==> config.mk <==
export PLATFORM = sky130hd
export DESIGN_NAME = offchip_line_bridge
export DESIGN_NICKNAME = d
export VERILOG_FILES = /design/src/rtl/offchip_line_bridge.sv
export SDC_FILE = /design/constraint.sdc
export NUM_CORES = 1
export LEC_CHECK = 0
export ABC_AREA = 1
export CORE_UTILIZATION = 30
export CTS_BUF_LIST = sky130_fd_sc_hd__clkbuf_16
export CTS_CLUSTER_SIZE = 28
export DETAILED_ROUTE_END_ITERATION = 8
export GPL_TIMING_DRIVEN = 1
export PLACE_DENSITY = 0.54
export SYNTH_ARGS = -nofsm -noshare
export SYNTH_HDL_FRONTEND = slang
export SYNTH_SLANG_ARGS = --single-unit
==> constraint.sdc <==
create_clock -name clk -period 3.95 [get_ports clk]
set_input_delay 0.9875 -clock clk [delete_from_list [all_inputs] [get_ports clk]]
set_output_delay 0.9875 -clock clk [all_outputs]
set_load 0.005 [all_outputs]
==> src/rtl/offchip_line_bridge.sv <==
`default_nettype none
// ============================================================================
// Module  : offchip_line_bridge
// Brief   : Cache-line read/write bridge onto a narrow external word bus.
//           Optional per-beat ack watchdog: define OFFCHIP_TIMEOUT_EN.
// Revision: 1.0 - initial release
// ============================================================================
module offchip_line_bridge #(
    parameter int LINE_BYTES     = 16,
    parameter int ADDR_W         = 32,
    parameter int BUS_W          = 32,
    parameter int TIMEOUT_CYCLES = 64
) (
    input  logic                    clk,
    input  logic                    rst,
    input  logic                    offchip_mem_read_en,
    input  logic                    offchip_mem_write_en,
    input  logic [ADDR_W-1:0]       offchip_mem_addr,
    input  logic [LINE_BYTES*8-1:0] offchip_mem_wdata,
    output logic [LINE_BYTES*8-1:0] offchip_mem_data,
    output logic                    offchip_mem_ready,
    output logic                    offchip_mem_err,
    output logic                    ext_req,
    output logic                    ext_we,
    output logic [ADDR_W-1:0]       ext_addr,
    output logic [BUS_W-1:0]        ext_wdata,
    input  logic [BUS_W-1:0]        ext_rdata,
    input  logic                    ext_ack
);

    localparam int C_LINE_W  = LINE_BYTES * 8;
    localparam int C_NBEATS  = C_LINE_W / BUS_W;
    localparam int C_BEAT_SH = $clog2(BUS_W / 8);
    localparam int C_K_W     = (C_NBEATS > 1) ? $clog2(C_NBEATS) : 1;

    localparam logic [2:0] C_IDLE     = 3'd0;
    localparam logic [2:0] C_RD_BEAT  = 3'd1;
    localparam logic [2:0] C_WR_BEAT  = 3'd2;
    localparam logic [2:0] C_RESP     = 3'd3;
    localparam logic [2:0] C_WAIT_REL = 3'd4;

    logic [2:0]          r_state;
    logic [C_K_W-1:0]    r_k;
    logic [ADDR_W-1:0]   r_base;
    logic [C_LINE_W-1:0] r_wline;
    logic [C_LINE_W-1:0] r_rline;

    logic [C_K_W-1:0]    w_k_next;
    logic                w_last;
    logic                w_in_beat;
    logic                w_timeout;
    logic [ADDR_W-1:0]   w_line_base;
    logic [ADDR_W-1:0]   w_next_addr;
    logic [C_LINE_W-1:0] w_fill;

    assign w_k_next    = r_k + C_K_W'(1);
    assign w_last      = (r_k == C_K_W'(C_NBEATS - 1));
    assign w_in_beat   = (r_state == C_RD_BEAT) || (r_state == C_WR_BEAT);
    assign w_line_base = offchip_mem_addr & ~ADDR_W'(LINE_BYTES - 1);
    assign w_next_addr = r_base + (ADDR_W'(w_k_next) << C_BEAT_SH);

    // Line buffer with the beat being acknowledged this cycle merged in
    always_comb begin
        w_fill = r_rline;
        if ((r_state == C_RD_BEAT) && ext_ack) begin
            w_fill[r_k*BUS_W +: BUS_W] = ext_rdata;
        end
    end

`ifdef OFFCHIP_TIMEOUT_EN
    localparam int C_TO_W = $clog2(TIMEOUT_CYCLES + 1);

    logic [C_TO_W-1:0] r_tcnt;
    logic              r_err;

    assign w_timeout       = ext_req && !ext_ack && (r_tcnt == C_TO_W'(TIMEOUT_CYCLES - 1));
    assign offchip_mem_err = r_err;

    // Counts stalled cycles of the current beat; any ack starts a fresh beat
    always_ff @(posedge clk or negedge rst) begin
        if (!rst) begin
            r_tcnt <= '0;
            r_err  <= 1'b0;
        end else begin
            r_err <= w_in_beat && w_timeout;
            if (!ext_req || ext_ack) begin
                r_tcnt <= '0;
            end else begin
                r_tcnt <= r_tcnt + C_TO_W'(1);
            end
        end
    end
`else
    assign w_timeout       = 1'b0;
    assign offchip_mem_err = 1'b0;
`endif

    always_ff @(posedge clk or negedge rst) begin
        if (!rst) begin
            r_state           <= C_IDLE;
            r_k               <= '0;
            r_base            <= '0;
            r_wline           <= '0;
            r_rline           <= '0;
            ext_req           <= 1'b0;
            ext_we            <= 1'b0;
            ext_addr          <= '0;
            ext_wdata         <= '0;
            offchip_mem_ready <= 1'b0;
            offchip_mem_data  <= '0;
        end else begin
            offchip_mem_ready <= 1'b0;
            case (r_state)
                C_IDLE: begin
                    if (offchip_mem_write_en) begin
                        r_base    <= w_line_base;
                        r_wline   <= offchip_mem_wdata;
                        r_k       <= '0;
                        ext_req   <= 1'b1;
                        ext_we    <= 1'b1;
                        ext_addr  <= w_line_base;
                        ext_wdata <= offchip_mem_wdata[BUS_W-1:0];
                        r_state   <= C_WR_BEAT;
                    end else if (offchip_mem_read_en) begin
                        r_base    <= w_line_base;
                        r_rline   <= '0;
                        r_k       <= '0;
                        ext_req   <= 1'b1;
                        ext_we    <= 1'b0;
                        ext_addr  <= w_line_base;
                        ext_wdata <= '0;
                        r_state   <= C_RD_BEAT;
                    end
                end
                C_RD_BEAT, C_WR_BEAT: begin
                    if (ext_ack) begin
                        if (r_state == C_RD_BEAT) begin
                            r_rline <= w_fill;
                        end
                        if (w_last) begin
                            ext_req           <= 1'b0;
                            ext_we            <= 1'b0;
                            offchip_mem_ready <= 1'b1;
                            r_state           <= C_RESP;
                            if (r_state == C_RD_BEAT) begin
                                offchip_mem_data <= w_fill;
                            end
                        end else begin
                            r_k       <= w_k_next;
                            ext_addr  <= w_next_addr;
                            ext_wdata <= r_wline[w_k_next*BUS_W +: BUS_W];
                        end
                    end else if (w_timeout) begin
                        // Unfilled beats stay zero from the clear at read start
                        ext_req           <= 1'b0;
                        ext_we            <= 1'b0;
                        offchip_mem_ready <= 1'b1;
                        r_state           <= C_RESP;
                        if (r_state == C_RD_BEAT) begin
                            offchip_mem_data <= r_rline;
                        end
                    end
                end
                C_RESP: begin
                    r_state <= C_WAIT_REL;
                end
                C_WAIT_REL: begin
                    if (!offchip_mem_read_en && !offchip_mem_write_en) begin
                        r_state <= C_IDLE;
                    end
                end
                default: begin
                    r_state <= C_IDLE;
                end
            endcase
        end
    end

endmodule
`default_nettype wire
==> impl_metrics.py, run 1 <==
metrics = {
    "status": {
        "outcome": "complete, no violations",
    },
    "critical_path": {
        "critPathBufInv": 2,
        "crit_slowest_cell": "clkdlybuf4s50_1",
        "cp_slowest_stage_delay_ps": 650,
        "crit_path_end_kind": "output port",
        "r2r_cells": 9,
        "reg2reg_from": "r_k[0]",
        "path_cells": "buf_4, clkdlybuf4s50_1",
        "regToRegSetupSlack_ps": 870,
        "crit_required_ps": 2960,
        "critPathTopFamily": "buffers and inverters",
        "r2r-end": "r_rline[94]",
        "worstPathArrival_ps": 2280,
        "crit_fanout": 50,
        "crit_path_start_kind": "flip-flop",
        "critical_path_class": "flip-flop to output port",
    },
    "sta": {
        "period_minus_slack_ps": 3260,
        "rsz0062_at_grt": "no",
        "finalSetupViolations": 0,
        "fin_ws_ps": 685,
        "slew_violations": 0,
        "final-hold-violation-count": 0,
        "tightest_slew_ps": 1090,
        "fin_skew_ps": 18.9,
        "slew_headroom": 0.269,
        "fin_crit_sh": 0.827,
        "fmax_mhz": 306,
        "setup-tns-final_ps": 0,
    },
    "finish": {
        "final_area_mm2": 0.0302,
        "final_common_cell": "nand2_1",
        "drive_above_1_share": 0.0456,
        "multi_input_area_mm2": 0.00980,
        "fill_cells": 8225,
        "mostFrequentLayoutCells": "nand2_1 (1765), dfrtp_1 (479), clkdlybuf4s50_1 (384)",
        "seqCellArea_mm2": 0.0120,
        "fin_nets": 3777,
        "area_delta_synth_final_pct": 28.5,
        "fin_util": 0.390,
    },
    "detailed_routing": {
        "wirelength_um": 82100,
        "viasPerCell": 4.64,
        "wl_per_cell_um": 17.6,
        "drc": 0,
        "ant_nets": 0,
        "drtPass1Iterations": 6,
        "dr.first_iter.drc_count": 1628,
        "dr_total_vias": 21650,
    },
    "placement": {
        "port_buffers": 385,
        "postPlaceCellArea_mm2": 0.0284,
        "place_congestion": 0.810,
        "dp_hpwl_um": 53500,
        "dpl_worst_slack_ps": 741,
    },
    "cts": {
        "post_cts_buffers": 0,
        "cts_buffers": 57,
        "clock-sinks": 480,
        "insertion_delay_ps": 620,
        "h-tree-depth": 2,
        "cts_tree": "built",
        "root_buffer": "clkbuf_16",
        "post_cts_resized": 0,
        "cts.path.max_buffers": 3,
        "cts_hold_buffers": 0,
        "clk_pin_slew_ps": 60,
    },
    "yosys": {
        "synth_area_per_cell_um2": 7.18,
        "ys_warn_count": 0,
        "synth-simple-area-share": 0.369,
        "synth_fa_ha_area_frac": 0.00319,
        "synth-seq-area-share": 0.510,
        "synth_top_family_by_area": "simple AND/OR/NAND/NOR gates",
        "ys_ff_latch": 480,
        "synth-compound-area-share": 0.0402,
        "yosys.area_share.xor_xnor": 0,
        "synth_cell_type_count": 26,
        "syn_area_mm2": 0.0235,
        "syn_inst": 3277,
        "synth_mux_area_frac": 0.00191,
    },
    "global_route": {
        "grt_pass1_vias": 20621,
        "gr-total-overflow": 0,
        "grt_pass1_wl_um": 126000,
        "antenna_found_initial": 10,
        "grt_usage": 0.205,
        "grt_max_degree": 129,
    },
    "run": {
        "maxCapViolations": 0,
    },
    "die": {
        "core_area_mm2": 0.0776,
        "initial_core_util": 0.303,
        "dieArea_mm2": 0.0796,
        "chipHeight_um": 282,
        "rows": 102,
        "die_w_um": 282,
        "pin_count": 393,
    },
    "pwr": {
        "ir_drop_mv": 0.472,
        "p_leak_nw": 15.6,
        "power_density_mw_per_mm2": 659,
    },
    "min_path": {
        "hold_class": "input pin to asynchronous set/reset pin",
    },
}
[area by class of cell]
class	count	area share
diodes	8	0.000662
clock buffers	57	0.0472
clock inverters	50	0.0117
inverters	203	0.0253
multi-input cells	2380	0.324
flip-flops and latches	480	0.397
well taps	1040	0.0430
repair buffers	452	0.151
[cell families after synthesis]
family,Yosys count
buffers and inverters,419
other,1
AO/OA/AOI/OAI,187
multiplexers,4
adder cells (fa/ha/maj),6
flip-flops,480
AND/OR/NAND/NOR,2180
[worst register-to-register path, cell delays in order (launching register included)]
cell	delay (ps)
dfrtp_4	430
clkinv_2	330
ha_1	390
inv_2	240
nand3_1	450
inv_2	580
nand2_1	240
nand2_1	170
nand3_1	80
nand2_1	100
[worst max path at each step]
stage / slack [ps] / cells past startpoint / endpoint / startpoint
detailed placement: 740 / 8 / offchip_mem_data[4] / ext_ack
global placement: 750 / 8 / offchip_mem_data[1] / ext_ack
finish: 690 / 2 / ext_addr[2] / r_k[0]
global route: 600 / 2 / ext_addr[2] / r_k[0]
CTS: 630 / 2 / ext_addr[2] / r_k[0]
floorplan: 1470 / 11 / offchip_mem_data[22] / r_k[0]
[sequential cells by signal (all words and copies together), names as in the netlist]
register,count
offchip_mem_data,128
r_rline,128
r_wline,128
ext_wdata,32
ext_addr,29
r_base,28
r_state,3
ext_req,1
ext_we,1
offchip_mem_ready,1
r_k,1
[power by group]
part / switching [mW] / total [mW] / internal (mW)
Clock: 2.17 / 5.10 / 2.93
Combinational: 5.26 / 7.95 / 2.69
Sequential: 0.621 / 6.90 / 6.28
[metal layers]
| metal | track usage | wire, um |
|---|---|---|
| met4 | 0.0642 | 2150 |
| met3 | 0.0327 | 4740 |
| met2 | 0.327 | 38300 |
| met5 | 0 | 0 |
| met1 | 0.285 | 37000 |
[synth_stat cells (all sizes together)]
master	n	area share
clkbuf	83	0.013
nand2	1768	0.28
mux2	4	0.0019
dfrtp	480	0.51
inv	203	0.032
nand3b	1	0.00032
nor2	67	0.011
nand4	34	0.0090
ha	6	0.0032
conb	1	0.00016
o211ai	1	0.00032
nand3	309	0.066
a21oi	3	0.00080
a31o	1	0.00037
nor3	1	0.00021
buf	133	0.030
o21ai	182	0.039
[metrics by stage]
step | total power [mW] | std cells | hold WS (ps)
final | 19.9 | 4670 | 368
after global routing | 21.5 | 4670 | 390
after CTS | 20.2 | 4662 | 363
after detailed placement | 15.0 | 4555 | 458
after global placement | 14.9 | 4555 | 453
after floorplan | 11.9 | 3279 | 442
Note: power is estimated with default switching activity, not from simulation.
==> run 2: changes to the inputs <==
==> constraint.sdc (replaced) <==
create_clock -name clk -period 3.1 [get_ports clk]
set_input_delay 0.775 -clock clk [delete_from_list [all_inputs] [get_ports clk]]
set_output_delay 0.775 -clock clk [all_outputs]
set_load 0.005 [all_outputs]
==> run 2 against run 1 <==
Effect of this change: worst setup slack got worse by 560 ps; count of clock-buffer cells in the layout did not move; total power rose by 28%; wire length rose by 1.0%; clock power rose by 22%; clock skew barely moved; combinational power rose by 32%; hold slack got worse by 200 ps; final cell count rose by 0.19%; via count rose by 0.29%; largest cell class unchanged; largest power group unchanged.
==> impl_metrics.py, run 2 (same netlist as run 1, synthesis figures left out) <==
metrics = {
    "critical_path": {
        "crit_path_start_kind": "flip-flop",
        "critical_path_class": "flip-flop to output port",
        "worstPathArrival_ps": 2200,
        "crit_path_end_kind": "output port",
        "crit_required_ps": 2320,
        "crit_fanout": 40,
    },
    "cts": {
        "clock-sinks": 480,
        "cts.path.max_buffers": 3,
        "cts_tree": "built",
        "post_cts_buffers": 0,
        "cts_buffers": 56,
        "post_cts_resized": 0,
        "cts_hold_buffers": 0,
        "root_buffer": "clkbuf_16",
        "h-tree-depth": 2,
        "clk_pin_slew_ps": 60,
        "insertion_delay_ps": 610,
    },
    "finish": {
        "fin_util": 0.392,
        "reg_top3": "offchip_mem_data: 128 flops, r_rline: 128 flops, r_wline: 128 flops",
        "fin_nets": 3793,
        "drive_above_1_share": 0.0485,
        "mostFrequentLayoutCells": "nand2_1 (1765), dfrtp_1 (479), clkdlybuf4s50_1 (384)",
        "area_delta_synth_final_pct": 29.2,
        "final_common_cell": "nand2_1",
    },
    "min_path": {
        "hold_class": "input pin to asynchronous set/reset pin",
    },
    "sta": {
        "tightest_slew_ps": 953,
        "fin_crit_sh": 0.960,
        "period_minus_slack_ps": 2980,
        "slew_violations": 0,
        "finalSetupViolations": 0,
        "rsz0062_at_grt": "no",
        "fin_skew_ps": 19.1,
        "setup-tns-final_ps": 0,
        "final-hold-violation-count": 0,
        "fmax_mhz": 336,
        "slew_headroom": 0.365,
    },
    "die": {
        "core_area_mm2": 0.0776,
        "rows": 102,
        "chipHeight_um": 282,
        "die_w_um": 282,
        "initial_core_util": 0.303,
        "pin_count": 393,
        "dieArea_mm2": 0.0796,
    },
    "pwr": {
        "power.share.clock": 0.244,
        "p_sw_mw": 10.3,
        "p_leak_nw": 15.7,
        "power_mw": 25.5,
        "power.share.switching": 0.404,
        "power_frac_seq": 0.345,
        "p_comb_frac": 0.411,
        "power_density_mw_per_mm2": 838,
        "p_int_mw": 15.2,
        "ir_drop_mv": 0.454,
    },
    "placement": {
        "dp_hpwl_um": 54900,
        "place_congestion": 0.814,
        "port_buffers": 385,
    },
    "detailed_routing": {
        "ant_nets": 0,
        "wirelength_um": 83000,
        "drc": 0,
        "wl_per_cell_um": 17.7,
        "dr.first_iter.drc_count": 1913,
        "drtPass1Iterations": 6,
        "viasPerCell": 4.64,
        "dr_total_vias": 21713,
    },
    "status": {
        "outcome": "complete, no violations",
    },
    "global_route": {
        "gr-total-overflow": 0,
        "grt_pass1_vias": 20698,
        "grt_max_degree": 102,
        "grt_pass1_wl_um": 127000,
        "grt_usage": 0.208,
        "antenna_found_initial": 11,
    },
    "run": {
        "maxCapViolations": 0,
    },
}
run 2: power by group through the flow:
stage               Clock [mW]  Sequential [mW]  Combinational (mW)
floorplan                    0             8.73                6.46
global placement             0             8.86                10.5
detailed placement           0             8.89                10.6
CTS                       6.38             8.79                10.6
global route              6.63             8.97                11.9
finish                    6.22             8.79                10.5
run 2: metrics by stage:
stage	instance area (um^2)	std cells	hold WS [ps]	setup slack (ps)
final	30400	4679	167	124
after global routing	30400	4679	168	45.5
after CTS	30400	4671	138	92.3
after detailed placement	28700	4572	458	420
after global placement	28700	4572	453	433
after floorplan	23500	3279	442	617
run 2: final cells by class:
cell class | instances | area [um^2]
antenna | 8 | 20.0
clock buffer | 57 | 1430
clock inverter | 42 | 241
fill | 8212 | 47200
inverter | 203 | 766
multi-input combinational | 2380 | 9810
sequential | 480 | 12000
tap | 1040 | 1300
timing repair buffer | 469 | 4830
run 2: routing by layer:
layer,GRT usage,vias up,share of wire
met1,0.289,10275,0.45
met4,0.0684,4,0.028
met2,0.328,578,0.46
met3,0.0354,121,0.060
li1,-,10735,-
met5,0,-,0.00029
run 2: worst max-delay path: stages, from the launching register on:
cell and delay [ps]:
dfrtp_4 460, buf_4 450, clkdlybuf4s50_1 640
run 2: worst paths after layout:
path,start,slack (ps),cells past startpoint,endpoint
min in group clk,r_base[4],470,2,r_base[4]
max,r_k[0],120,2,ext_addr[2]
max reg2reg,r_k[0],470,10,r_rline[93]
max in group asynchronous,rst,2050,2,r_wline[111]
min reg2reg,r_base[4],470,2,r_base[4]
min,rst,170,1,offchip_mem_data[105]
